[src/rtl/alu_pkg.sv]
// alu_pkg: shared ALU encodings, opcode patterns, FSM states and instruction classes
package alu_pkg;

    localparam logic [3:0] ALU_ADD = 4'b0010;
    localparam logic [3:0] ALU_SUB = 4'b0110;
    localparam logic [3:0] ALU_AND = 4'b0000;
    localparam logic [3:0] ALU_OR  = 4'b0001;

    localparam logic [10:0] OP_ADD   = 11'b10001011000;
    localparam logic [10:0] OP_SUB   = 11'b11001011000;
    localparam logic [10:0] OP_AND   = 11'b10001010000;
    localparam logic [10:0] OP_ORR   = 11'b10101010000;
    localparam logic [10:0] OP_LDUR  = 11'b11111000010;
    localparam logic [10:0] OP_STUR  = 11'b11111000000;
    localparam logic [10:0] OP_CBZ   = 11'b10110100000;
    localparam logic [10:0] MASK_CBZ = 11'b11111111000;
    localparam logic [10:0] OP_B     = 11'b00010100000;
    localparam logic [10:0] MASK_B   = 11'b11111100000;

    localparam logic [2:0] S_FETCH  = 3'd0;
    localparam logic [2:0] S_DECODE = 3'd1;
    localparam logic [2:0] S_EXEC   = 3'd2;
    localparam logic [2:0] S_MEM    = 3'd3;
    localparam logic [2:0] S_WB     = 3'd4;
    localparam logic [2:0] S_ERROR  = 3'd5;

    typedef enum logic [2:0] {R_TYPE, LOAD, STORE, CBZ, BRANCH, BAD} iclass_t;

    // true when the opcode bits selected by mask equal the pattern
    function automatic logic op_match(input logic [10:0] op, input logic [10:0] pat, input logic [10:0] mask);
        return (op & mask) == pat;
    endfunction

endpackage

[src/rtl/alu_sequencer_opcode_decoder.sv]
// opcode_decoder: maps an 11-bit opcode to its instruction class and ALU operation
module opcode_decoder
    import alu_pkg::*;
(
    input  logic [10:0] opcode,
    output iclass_t     iclass,
    output logic [3:0]  alu_ctrl
);

    // classify the opcode; non-R-type instructions use the adder
    always_comb begin
        iclass   = (opcode == OP_ADD || opcode == OP_SUB || opcode == OP_AND || opcode == OP_ORR) ? R_TYPE :
                   opcode == OP_LDUR ? LOAD :
                   opcode == OP_STUR ? STORE :
                   op_match(opcode, OP_CBZ, MASK_CBZ) ? CBZ :
                   op_match(opcode, OP_B, MASK_B) ? BRANCH : BAD;
        alu_ctrl = opcode == OP_SUB ? ALU_SUB :
                   opcode == OP_AND ? ALU_AND :
                   opcode == OP_ORR ? ALU_OR : ALU_ADD;
    end

endmodule

[src/rtl/alu_sequencer.sv]
// alu_sequencer: multi-cycle control FSM driving the ALU and datapath enables
module alu_sequencer
    import alu_pkg::*;
#(
    parameter int COUNT_W = 32
) (
    input  logic               clk,
    input  logic               reset,
    input  logic               Instr_Valid,
    input  logic [10:0]        Opcode,
    input  logic               Zero,
    output logic [3:0]         ALU_Control,
    output logic               ALU_Src,
    output logic               IR_Write,
    output logic               PC_Write,
    output logic               PC_Src,
    output logic               Reg_Write,
    output logic               Mem_Read,
    output logic               Mem_Write,
    output logic               Mem_To_Reg,
    output logic               Illegal,
    output logic [COUNT_W-1:0] Instr_Count
);

    logic [2:0]         state;
    logic [2:0]         state_nx;
    logic [10:0]        op_q;
    logic [COUNT_W-1:0] count_q;
    logic [3:0]         alu_op;
    logic               retire;
    iclass_t            cls;

    opcode_decoder u_dec (
        .opcode   (op_q),
        .iclass   (cls),
        .alu_ctrl (alu_op)
    );

    // next state from the current state and the class of the latched opcode
    always_comb begin
        state_nx = state;
        case (state)
            S_FETCH:  state_nx = Instr_Valid ? S_DECODE : S_FETCH;
            S_DECODE: state_nx = cls == BAD ? S_ERROR : S_EXEC;
            S_EXEC:   state_nx = cls == R_TYPE ? S_WB : (cls == LOAD || cls == STORE) ? S_MEM : S_FETCH;
            S_MEM:    state_nx = cls == LOAD ? S_WB : S_FETCH;
            S_WB:     state_nx = S_FETCH;
            default:  state_nx = S_ERROR;
        endcase
    end

    assign retire = (state == S_EXEC && (cls == CBZ || cls == BRANCH)) ||
                    (state == S_MEM && cls == STORE) ||
                    state == S_WB;

    // state, opcode latch on the fetch handshake, and retired-instruction counter
    always_ff @(posedge clk or posedge reset) begin
        if (reset) begin
            state   <= S_FETCH;
            op_q    <= '0;
            count_q <= '0;
        end else begin
            state <= state_nx;
            if (state == S_FETCH && Instr_Valid)
                op_q <= Opcode;
            if (retire)
                count_q <= count_q + COUNT_W'(1);
        end
    end

    // datapath controls decode from state; reset forces every enable low
    always_comb begin
        ALU_Control = ALU_ADD;
        ALU_Src     = 1'b0;
        IR_Write    = 1'b0;
        PC_Write    = 1'b0;
        PC_Src      = 1'b0;
        Reg_Write   = 1'b0;
        Mem_Read    = 1'b0;
        Mem_Write   = 1'b0;
        Mem_To_Reg  = 1'b0;
        if (!reset) begin
            case (state)
                S_FETCH: begin
                    ALU_Src  = 1'b1;
                    IR_Write = Instr_Valid;
                    PC_Write = Instr_Valid;
                end
                S_EXEC: begin
                    ALU_Control = cls == R_TYPE ? alu_op : ALU_ADD;
                    ALU_Src     = cls == LOAD || cls == STORE;
                    PC_Write    = cls == BRANCH || (cls == CBZ && Zero);
                    PC_Src      = cls == BRANCH || cls == CBZ;
                end
                S_MEM: begin
                    Mem_Read  = cls == LOAD;
                    Mem_Write = cls == STORE;
                end
                S_WB: begin
                    Reg_Write  = 1'b1;
                    Mem_To_Reg = cls == LOAD;
                end
                default: ;
            endcase
        end
    end

    assign Illegal     = state == S_ERROR;
    assign Instr_Count = count_q;

endmodule

[config.mk]
export PLATFORM = sky130hd
export DESIGN_NAME = alu_sequencer
export DESIGN_NICKNAME = d
export VERILOG_FILES = /design/src/rtl/alu_pkg.sv /design/src/rtl/alu_sequencer_opcode_decoder.sv /design/src/rtl/alu_sequencer.sv
export SDC_FILE = /design/constraint.sdc
export NUM_CORES = 1
export LEC_CHECK = 0
export BUFFER_PORTS_ARGS = -buffer_cell sky130_fd_sc_hd__buf_2
export CORE_ASPECT_RATIO = 0.9
export CORE_MARGIN = 5
export CORE_UTILIZATION = 53
export CTS_CLUSTER_DIAMETER = 80
export DETAILED_ROUTE_END_ITERATION = 8
export PLACE_DENSITY = 0.89
export SYNTH_ARGS = -nofsm -noshare
export SYNTH_HDL_FRONTEND = slang
export SYNTH_SLANG_ARGS = --single-unit
[constraint.sdc]
create_clock -name clk -period 2.26 [get_ports clk]
set_input_delay 0.226 -clock clk [delete_from_list [all_inputs] [get_ports clk]]
set_output_delay 0.226 -clock clk [all_outputs]
set_load 0.01 [all_outputs]
* Yosys cells after proc, flatten, opt, wreduce, memory -nomap -nowiden
Index checks and enable logic that the tools add are counted.
** Cells by class
- Reductions and logical operators :: 14
- $add $sub $neg :: 1
- Multiplexer cells :: 33
- Equal/unequal tests :: 18
** Operators with widths (count)
- $eq 11x11->1 const B :: 6
- $add 32x1->32 const B :: 1
- $mux 3 :: 8
- $mux 1 :: 16
- $pmux 3 s5 :: 1
- $eq 3x2->1 const B :: 4
- $eq 3x3->1 const B :: 4
- $mux 4 :: 3
- $eq 8x8->1 const B :: 1
- $logic_or 1x1->1 :: 8
- $eq 3x1->1 const B :: 2
- $eq 6x3->1 const B :: 1
- $logic_not 3->1 :: 2
- $mux 2 :: 3
- $logic_and 1x1->1 :: 4
- $pmux 1 s2 :: 2
** Word-level totals
- Input port bits :: 15
- Logic and storage cells :: 69
- Bits in registers :: 46
- Output and inout port bits :: 45

* Depth between registers and ports, before layout
Gate-level depths: netlist of the first run.
- Depth after elaboration :: 11
- Mapped depth :: 7
- Gate-level depth less buffers :: 6

* By module
Synthesis of the first run repeated with hierarchy kept, for this count alone.
** Second synthesis, totals
- Cell total of the unflattened synthesis :: 240
- Area, all modules :: 2503.7 um2
** By module, submodules not included
- alu_sequencer :: instances 1, area an instance 2316.0 um2, cells an instance 214
- opcode_decoder :: instances 1, area an instance 187.7 um2, cells an instance 26

* Least setup slack after synthesis of the first run
Ideal clock, no wire load.
- Path kind :: reg2reg
- Start :: register op_q[5]
- End :: register count_q[5] (netlist: Instr_Count[5])
- Cell stages (with the launch flop) :: 7
- Required time :: 2181 ps
- Period minus slack after synthesis :: 1899 ps
- Path buffers :: 1
- Library setup time :: 79 ps
- Slack :: 361 ps
- Data arrival time :: 1820 ps
- Cells stage by stage :: dfrtp_1 > nor4b_4 > nand4_4 > o311a_4 > buf_6 > nor3_2 > xor2_1
** Between the ends
- Longest elaborated chain between the ends :: 11
** RTL lines
- start: declaration :: RTL line alu_sequencer.sv:27 : logic [10:0] op_q;
- start signal: assignment :: RTL line alu_sequencer.sv:65 : op_q <= Opcode;
- $eq 6x3->1 :: RTL line alu_pkg.sv:31 : return (op & mask) == pat;
- $mux 1 :: RTL line alu_sequencer_opcode_decoder.sv:16 : op_match(opcode, OP_B, MASK_B) ? BRANCH : BAD;
- $mux 3 :: RTL line alu_sequencer_opcode_decoder.sv:15 : op_match(opcode, OP_CBZ, MASK_CBZ) ? CBZ :
- $mux 3 :: RTL line alu_sequencer_opcode_decoder.sv:14 : opcode == OP_STUR ? STORE :
- $mux 3 :: RTL line alu_sequencer_opcode_decoder.sv:13 : opcode == OP_LDUR ? LOAD :
- $mux 3 * :: RTL line alu_sequencer_opcode_decoder.sv:12 : iclass = (opcode == OP_ADD || opcode == OP_SUB || opcode == OP_AND || opcode == OP_ORR) ? R_TYPE :
- $eq 3x3->1 or $eq 3x2->1 (tied branches) :: RTL line alu_sequencer.sv:52 : assign retire = (state == S_EXEC && (cls == CBZ || cls == BRANCH)) ||
- $logic_or 1x1->1 :: RTL line alu_sequencer.sv:52
- $logic_and 1x1->1 :: RTL line alu_sequencer.sv:52
- $logic_or 1x1->1 * :: RTL line alu_sequencer.sv:52
- $logic_or 1x1->1 * :: RTL line alu_sequencer.sv:53 : (state == S_MEM && cls == STORE) ||
- end signal: assignment :: RTL line alu_sequencer.sv:67 : count_q <= count_q + COUNT_W'(1);
- end: declaration :: RTL line alu_sequencer.sv:28 : logic [COUNT_W-1:0] count_q;
Mark *: on every way between the ends. The rest lies on a longest branch, timed or not.
A chain may end at the register's enable or synchronous reset.

* Worst setup path after layout of the first run
- Start :: register op_q[0]
- End :: register count_q[21] (netlist: Instr_Count[21])
** Between the ends
- Longest elaborated chain between the ends :: 10
** RTL lines (RTL line)
- $eq 11x11->1 :: alu_sequencer_opcode_decoder.sv:12
- $logic_or 1x1->1 (3 in series) :: alu_sequencer_opcode_decoder.sv:12
- $mux 3 * :: alu_sequencer_opcode_decoder.sv:12
- $eq 3x3->1 or $eq 3x2->1 (tied branches) :: alu_sequencer.sv:52
- $logic_or 1x1->1 :: alu_sequencer.sv:52
- $logic_and 1x1->1 :: alu_sequencer.sv:52
- $logic_or 1x1->1 * :: alu_sequencer.sv:52
- $logic_or 1x1->1 * :: alu_sequencer.sv:53
Marks and branches as above.

==> results.txt, run 1 <==
CP max stage delay = 0.45 ns
Post-DP Area = 0.00277 mm2
Post-synth top flop = dfrtp_1
synth unique cells = 42
Synth area leader = dfrtp_1
DR pass1 iterations = 4
H-tree levels = 2
Horiz. Die Dim = 80.8 um
final setup TNS = 0 ns
DR vias = 1971
largest cells by area after synthesis = dfrtp_1, xnor2_1, mux2_2
crit path from = op_q[0]
highest-delay cell along the critical path = o311a_4
Final Cell Area = 0.00286 mm2
share of the synthesized area in the top cell type = 48.1%
Overall Power = 0.00132 W
share of layout cells above drive strength 1 = 33.8%
Hold Fails Final Rpt = 0
Die Y = 73.7 um
CP delay by family, top = simple AND/OR/NAND/NOR gates
fin crit share = 92.4%
CP bufs+invs = 0
Worst-path clk slew = 0.08 ns
CP Class = flop to flop
Min Hold Slack = 0.143 ns
placed insts = 341
sequential area share after synthesis = 48.1%
# nets final = 303
CORE AREA = 0.00440 mm2
Syn-to-layout area delta = 19.6%
vias in the first global route = 1846
first-pass GRT wire length = 8840 um
post-synthesis net count = 242
Post-synth EDFFs = 0
post-synthesis area per instance = 10.6 um2
routability cong. = 0.892
total setup buffers inserted after CTS = 0
Pwr Density = 463 mW/mm2
total gr overflow = 0
initial antenna violation count = 0
Crit. End Element = flop
Startpoint Class = flop
Cell Chain, Critical Path = nor4b_4, nand4_4, o311a_4, nor4_2, xor2_1
initial core utilization = 54.3%
worst skew pair latency = 0.29 ns
drt drc = 0
Net Sw Frac = 21.0%
fmax = 479 MHz
CTS root buf = clkbuf_8
ANT cells = 0
Mapped Area = 0.00239 mm2
Hold Crit Class = primary input to flop
Seq pwr share = 62.1%
worst clock skew = 0.00589 ns
worst path arrival time = 2.31 ns
routed wire length = 5360 um
Async SR Flop Fraction = 100%
Die Footprint = 0.00596 mm2
DR iter-0 viols = 186
# setup viols final = 0
hold wc startpoint = Opcode[8]
Clk pwr share = 35.4%
Vias/cell = 5.65
I/O Buffers = 58
TritonCTS clock tree = yes
RSZ-0062 raised after global routing = no
Internal = 0.00105 W
critical path required time = 2.48 ns
clock sink count = 46
Non-Filler Instances = 349
YS warnings = 0
largest net degree at the start of global routing = 36
combinational power share = 2.5%
Seq cells post-synth = 46
GRT Total Usage = 19.3%
Final Max Tran Viols = 0
crit-path max FO = 13
Net Sw Power = 0.000278 W
CTS max path bufs = 2
Reg2Reg Launch Point = op_q[0]
worst vdd ir = 329 uV
Max Cap Viol = 0
Final ANT Viol Nets = 0
HPWL Detailed = 3930 um
Rows = 23
average wire per standard cell = 15.3 um
Num CTS Buffers = 5
Syn Inst Count = 226
fin crit period = 2.09 ns
leakage = 1.41 nW
outcome = complete, no violations
Top Ports = 60
[registers in the layout, indices dropped and copies added, names as in the netlist]
name         cells
op_q            11
Instr_Count     32
state            3
[path summary, 6_finish.rpt]
| kind | to | slack [ns] | depth (start not counted) |
|---|---|---|---|
| hold reg to reg | Instr_Count[10] | 0.49 | 1 |
| max in group asynchronous | Instr_Count[2] | 1.07 | 4 |
| min in group asynchronous | op_q[1] | 0.46 | 3 |
| hold / removal | op_q[8] | 0.14 | 3 |
| setup / recovery | Instr_Count[21] | 0.17 | 5 |
| setup reg to reg | Instr_Count[21] | 0.17 | 5 |
[cell families after synthesis]
group,after synthesis,share of synthesized area (%)
multiplexers,10,4.71
adder cells (fa/ha/maj),1,0.523
flip-flops,46,48.1
AND/OR/NAND/NOR,106,27.2
other,1,0.157
XOR/XNOR,31,11.3
AO/OA/AOI/OAI,16,4.92
buffers and inverters,15,2.98
[synth_stat cells (all sizes together), types with 2 or more instances]
cell type and count:
a21oi 4, and3 7, and4 4, buf 7, clkbuf 3, dfrtp 46, inv 5, mux2 10
nand2 22, nand3 11, nand4 15, nor2 16, nor2b 3, nor3 11, nor4 6, nor4bb 2
o21ai 4, or2 3, xnor2 20, xor2 11
[per-layer routing]
metal | routed length [um] | global-route usage, % | up-vias | share of wire, %
met4 | 121 | 7.88 | 0 | 2.3
met1 | 2340 | 25.7 | 951 | 44
li1 | - | - | 924 | -
met3 | 326 | 5.02 | 14 | 6.1
met2 | 2570 | 30.2 | 82 | 48
met5 | 0 | 0 | - | 0
[power groups by stage]
stage | clock network [W] | registers [W] | logic, W
after global routing | 0.000510 | 0.000822 | 0.0000382
after floorplan | 0 | 0.000839 | 0.0000147
after detailed placement | 0 | 0.000839 | 0.0000322
after global placement | 0 | 0.000839 | 0.0000323
after CTS | 0.000478 | 0.000822 | 0.0000338
final | 0.000469 | 0.000822 | 0.0000328
[layout by cell type, fill, tap and decap left out, types with 3 or more instances in the layout]
master and count:
a21oi_1 4, and3_1 7, and4_1 4, buf_2 58, buf_4 4, clkbuf_8 5, dfrtp_1 46, inv_1 4
mux2_2 10, nand2_1 22, nand3_1 11, nand4_1 14, nor2_1 16, nor2b_1 3, nor3_1 5, nor3_2 6
nor4_1 3, nor4_2 3, o21ai_0 4, or2_2 3, xnor2_1 20, xor2_1 11
[what timing repair did]
item | 4_1_cts | 5_1_grt
endpoints found under the setup margin | 0 | 2
endpoints found under the hold margin | 11 | 0
resized for setup | 0 | 1
hold buffers | 1 | 0
[metrics by stage]
stage / utilization (%) / worst slack [ns]
after floorplan: - / 0.361
after global placement: 62.8 / 0.242
after detailed placement: 62.8 / 0.171
after CTS: 64.8 / 0.113
after global routing: 65.0 / 0.0313
final: 65.0 / 0.172
[worst min-delay path, stage by stage]
cell	delay (ns)
buf_2	0.07
nand2_1	0.03
o21ai_0	0.06
[layout make-up]
cell class | instances | area, um2
fillers | 339 | 1540
clock buffers | 6 | 72.6
flip-flops and latches | 46 | 1150
well taps | 62 | 77.6
multi-input cells | 165 | 1180
inverters | 5 | 18.8
repair buffers | 64 | 350
clock inverters | 1 | 7.51
Power figures use the tool's default switching activity.
==> run 2: changes to the inputs <==
--- a/config.mk
+++ b/config.mk
@@ -6,12 +6,15 @@
 export NUM_CORES = 1
 export LEC_CHECK = 0
 export BUFFER_PORTS_ARGS = -buffer_cell sky130_fd_sc_hd__buf_2
+export CAP_MARGIN = 20
 export CORE_ASPECT_RATIO = 0.9
 export CORE_MARGIN = 5
 export CORE_UTILIZATION = 53
 export CTS_CLUSTER_DIAMETER = 80
 export DETAILED_ROUTE_END_ITERATION = 8
+export GPL_TIMING_DRIVEN = 0
 export PLACE_DENSITY = 0.89
+export RECOVER_POWER = 25
 export SYNTH_ARGS = -nofsm -noshare
 export SYNTH_HDL_FRONTEND = slang
 export SYNTH_SLANG_ARGS = --single-unit
==> run 2 against run 1 <==
Against the previous run: worst setup slack got worse by 0.058 ns; final cell count rose by 2.6%; design area rose by 1.1%; sequential share of layout area fell by 0.43 points; fmax fell by 2.7%; critical path type is now flop to output pin; critical endpoint is now ALU_Control[2]; largest power group unchanged.
==> results.txt, run 2 (synthesis gave the netlist of run 1 again) <==
worst skew pair latency = 0.30 ns
Final Max Tran Viols = 0
Top Ports = 60
Relative slew margins = 44.1%
combinational power share = 2.4%
average wire per standard cell = 15.0 um
Post-DP Area = 0.00278 mm2
Rows = 23
Hold Fails Final Rpt = 0
fin crit share = 95.0%
largest net degree at the start of global routing = 36
max FFs per register = 32
Die Y = 73.7 um
clock sink count = 46
routability cong. = 0.927
Net Sw Frac = 21.3%
share of layout cells above drive strength 1 = 34.1%
filler instances = 356
initial core utilization = 54.3%
Horiz. Die Dim = 80.8 um
Num CTS Buffers = 5
highest-delay cell along the critical path = nor3_1
Slew @ Worst Pin = 0.839 ns
critical path required time = 2.03 ns
# nets final = 311
M1 wire length = 2530 um
crit-path max FO = 10
total gr overflow = 0
TritonCTS clock tree = yes
ANT cells = 0
leakage = 1.44 nW
vias in the first global route = 1907
Cell Chain, Critical Path = clkbuf_1, nor3_1, and3_1, and4_1, buf_2
fin crit period = 2.15 ns
Placement Setup Slack = 0.0933 ns
worst vdd ir = 389 uV
DR iter-0 viols = 107
I/O Buffers = 58
Internal = 0.00108 W
Syn-to-layout area delta = 20.9%
Startpoint Class = flop
initial antenna violation count = 0
wire length on met3 = 202 um
Clk pwr share = 37.7%
register area = 0.00115 mm2
Min Hold Slack = 0.137 ns
CORE AREA = 0.00440 mm2
R2R depth = 6
PnR worst setup slack = 0.114 ns
Seq pwr share = 59.9%
CTS root buf = clkbuf_8
Crit. End Element = output pin
CP max stage delay = 0.44 ns
Pwr Density = 475 mW/mm2
Max Cap Viol = 0
first-pass GRT wire length = 9040 um
Net Sw Power = 0.000293 W
CTS max path bufs = 2
commonest non-fill, non-tap cell in the layout = buf_2
worst path arrival time = 1.92 ns
DR pass1 iterations = 4
outcome = complete, no violations
HPWL Detailed = 3940 um
H-tree levels = 2
Vias/cell = 5.48
most frequent cells in the layout = buf_2, dfrtp_1, nand2_1, xnor2_1, nor2_1
CP Class = flop to output pin
uppermost layer routed = met4
Final Cell Area = 0.00289 mm2
routed wire length = 5380 um
footprint of the multi-input gates = 0.00118 mm2
Overall Power = 0.00137 W
drt drc = 0
final core utilization = 65.7%
hold path cells = 3
Final ANT Viol Nets = 0
# setup viols final = 0
DR WL met2 = 2590 um
fmax = 466 MHz
GRT Total Usage = 19.6%
worst clock skew = 0.00644 ns
Die Footprint = 0.00596 mm2
Worst-path clk slew = 0.08 ns
Hold Crit Class = primary input to flop
DR vias = 1961
[run 2: per-layer routing]
| metal | track usage [%] | vias to the layer above |
|---|---|---|
| met4 | 6.00 | 0 |
| met1 | 26.9 | 970 |
| met3 | 4.04 | 5 |
| li1 | - | 941 |
| met2 | 31.1 | 45 |
| met5 | 0 | - |
[run 2: area by class of cell]
class	count	area share [%]
clock buffer	7	2.98
sequential	46	39.8
inverter	5	0.649
timing repair buffer	62	11.0
tap	62	2.68
multi-input combinational	165	40.8
buffer	10	1.86
clock inverter	1	0.173
[run 2: path summary, 6_finish.rpt]
check | start | to | slack (ns)
min in group asynchronous | reset | op_q[1] | 0.56
worst min-delay path | Opcode[8] | op_q[8] | 0.14
max in group asynchronous | reset | Instr_Count[1] | 0.52
worst max-delay path | state[2] | ALU_Control[2] | 0.11
worst max register to register | op_q[0] | Instr_Count[28] | 0.15
worst min register to register | Instr_Count[31] | Instr_Count[31] | 0.48
[run 2: critical path: cells and delay by family, from the launching register on]
kind / cells / cell delay (ns)
buffers and inverters: 2 / 0.34
flip-flops: 1 / 0.41
AND/OR/NAND/NOR: 3 / 0.88
[run 2: per-stage QoR]
stage	setup TNS [ns]	std cells
floorplan	0	226
CTS	0	356
global placement	0	346
detailed placement	0	347
global route	-0.000132	358
finish	0	358
[run 2: what timing repair did]
item	in CTS	in global routing
pin swaps	0	1
buffers inserted	0	2
hold buffers	1	0
setup endpoints to repair	1	27
gates resized for setup	2	1
endpoints found under the hold margin	11	0
[run 2: power groups by stage]
stage	Sequential, W	Combinational [W]	Clock (W)
floorplan	0.000839	0.0000147	0
global placement	0.000839	0.0000318	0
detailed placement	0.000839	0.0000372	0
CTS	0.000822	0.0000384	0.000533
global route	0.000822	0.0000389	0.000568
finish	0.000822	0.0000332	0.000518
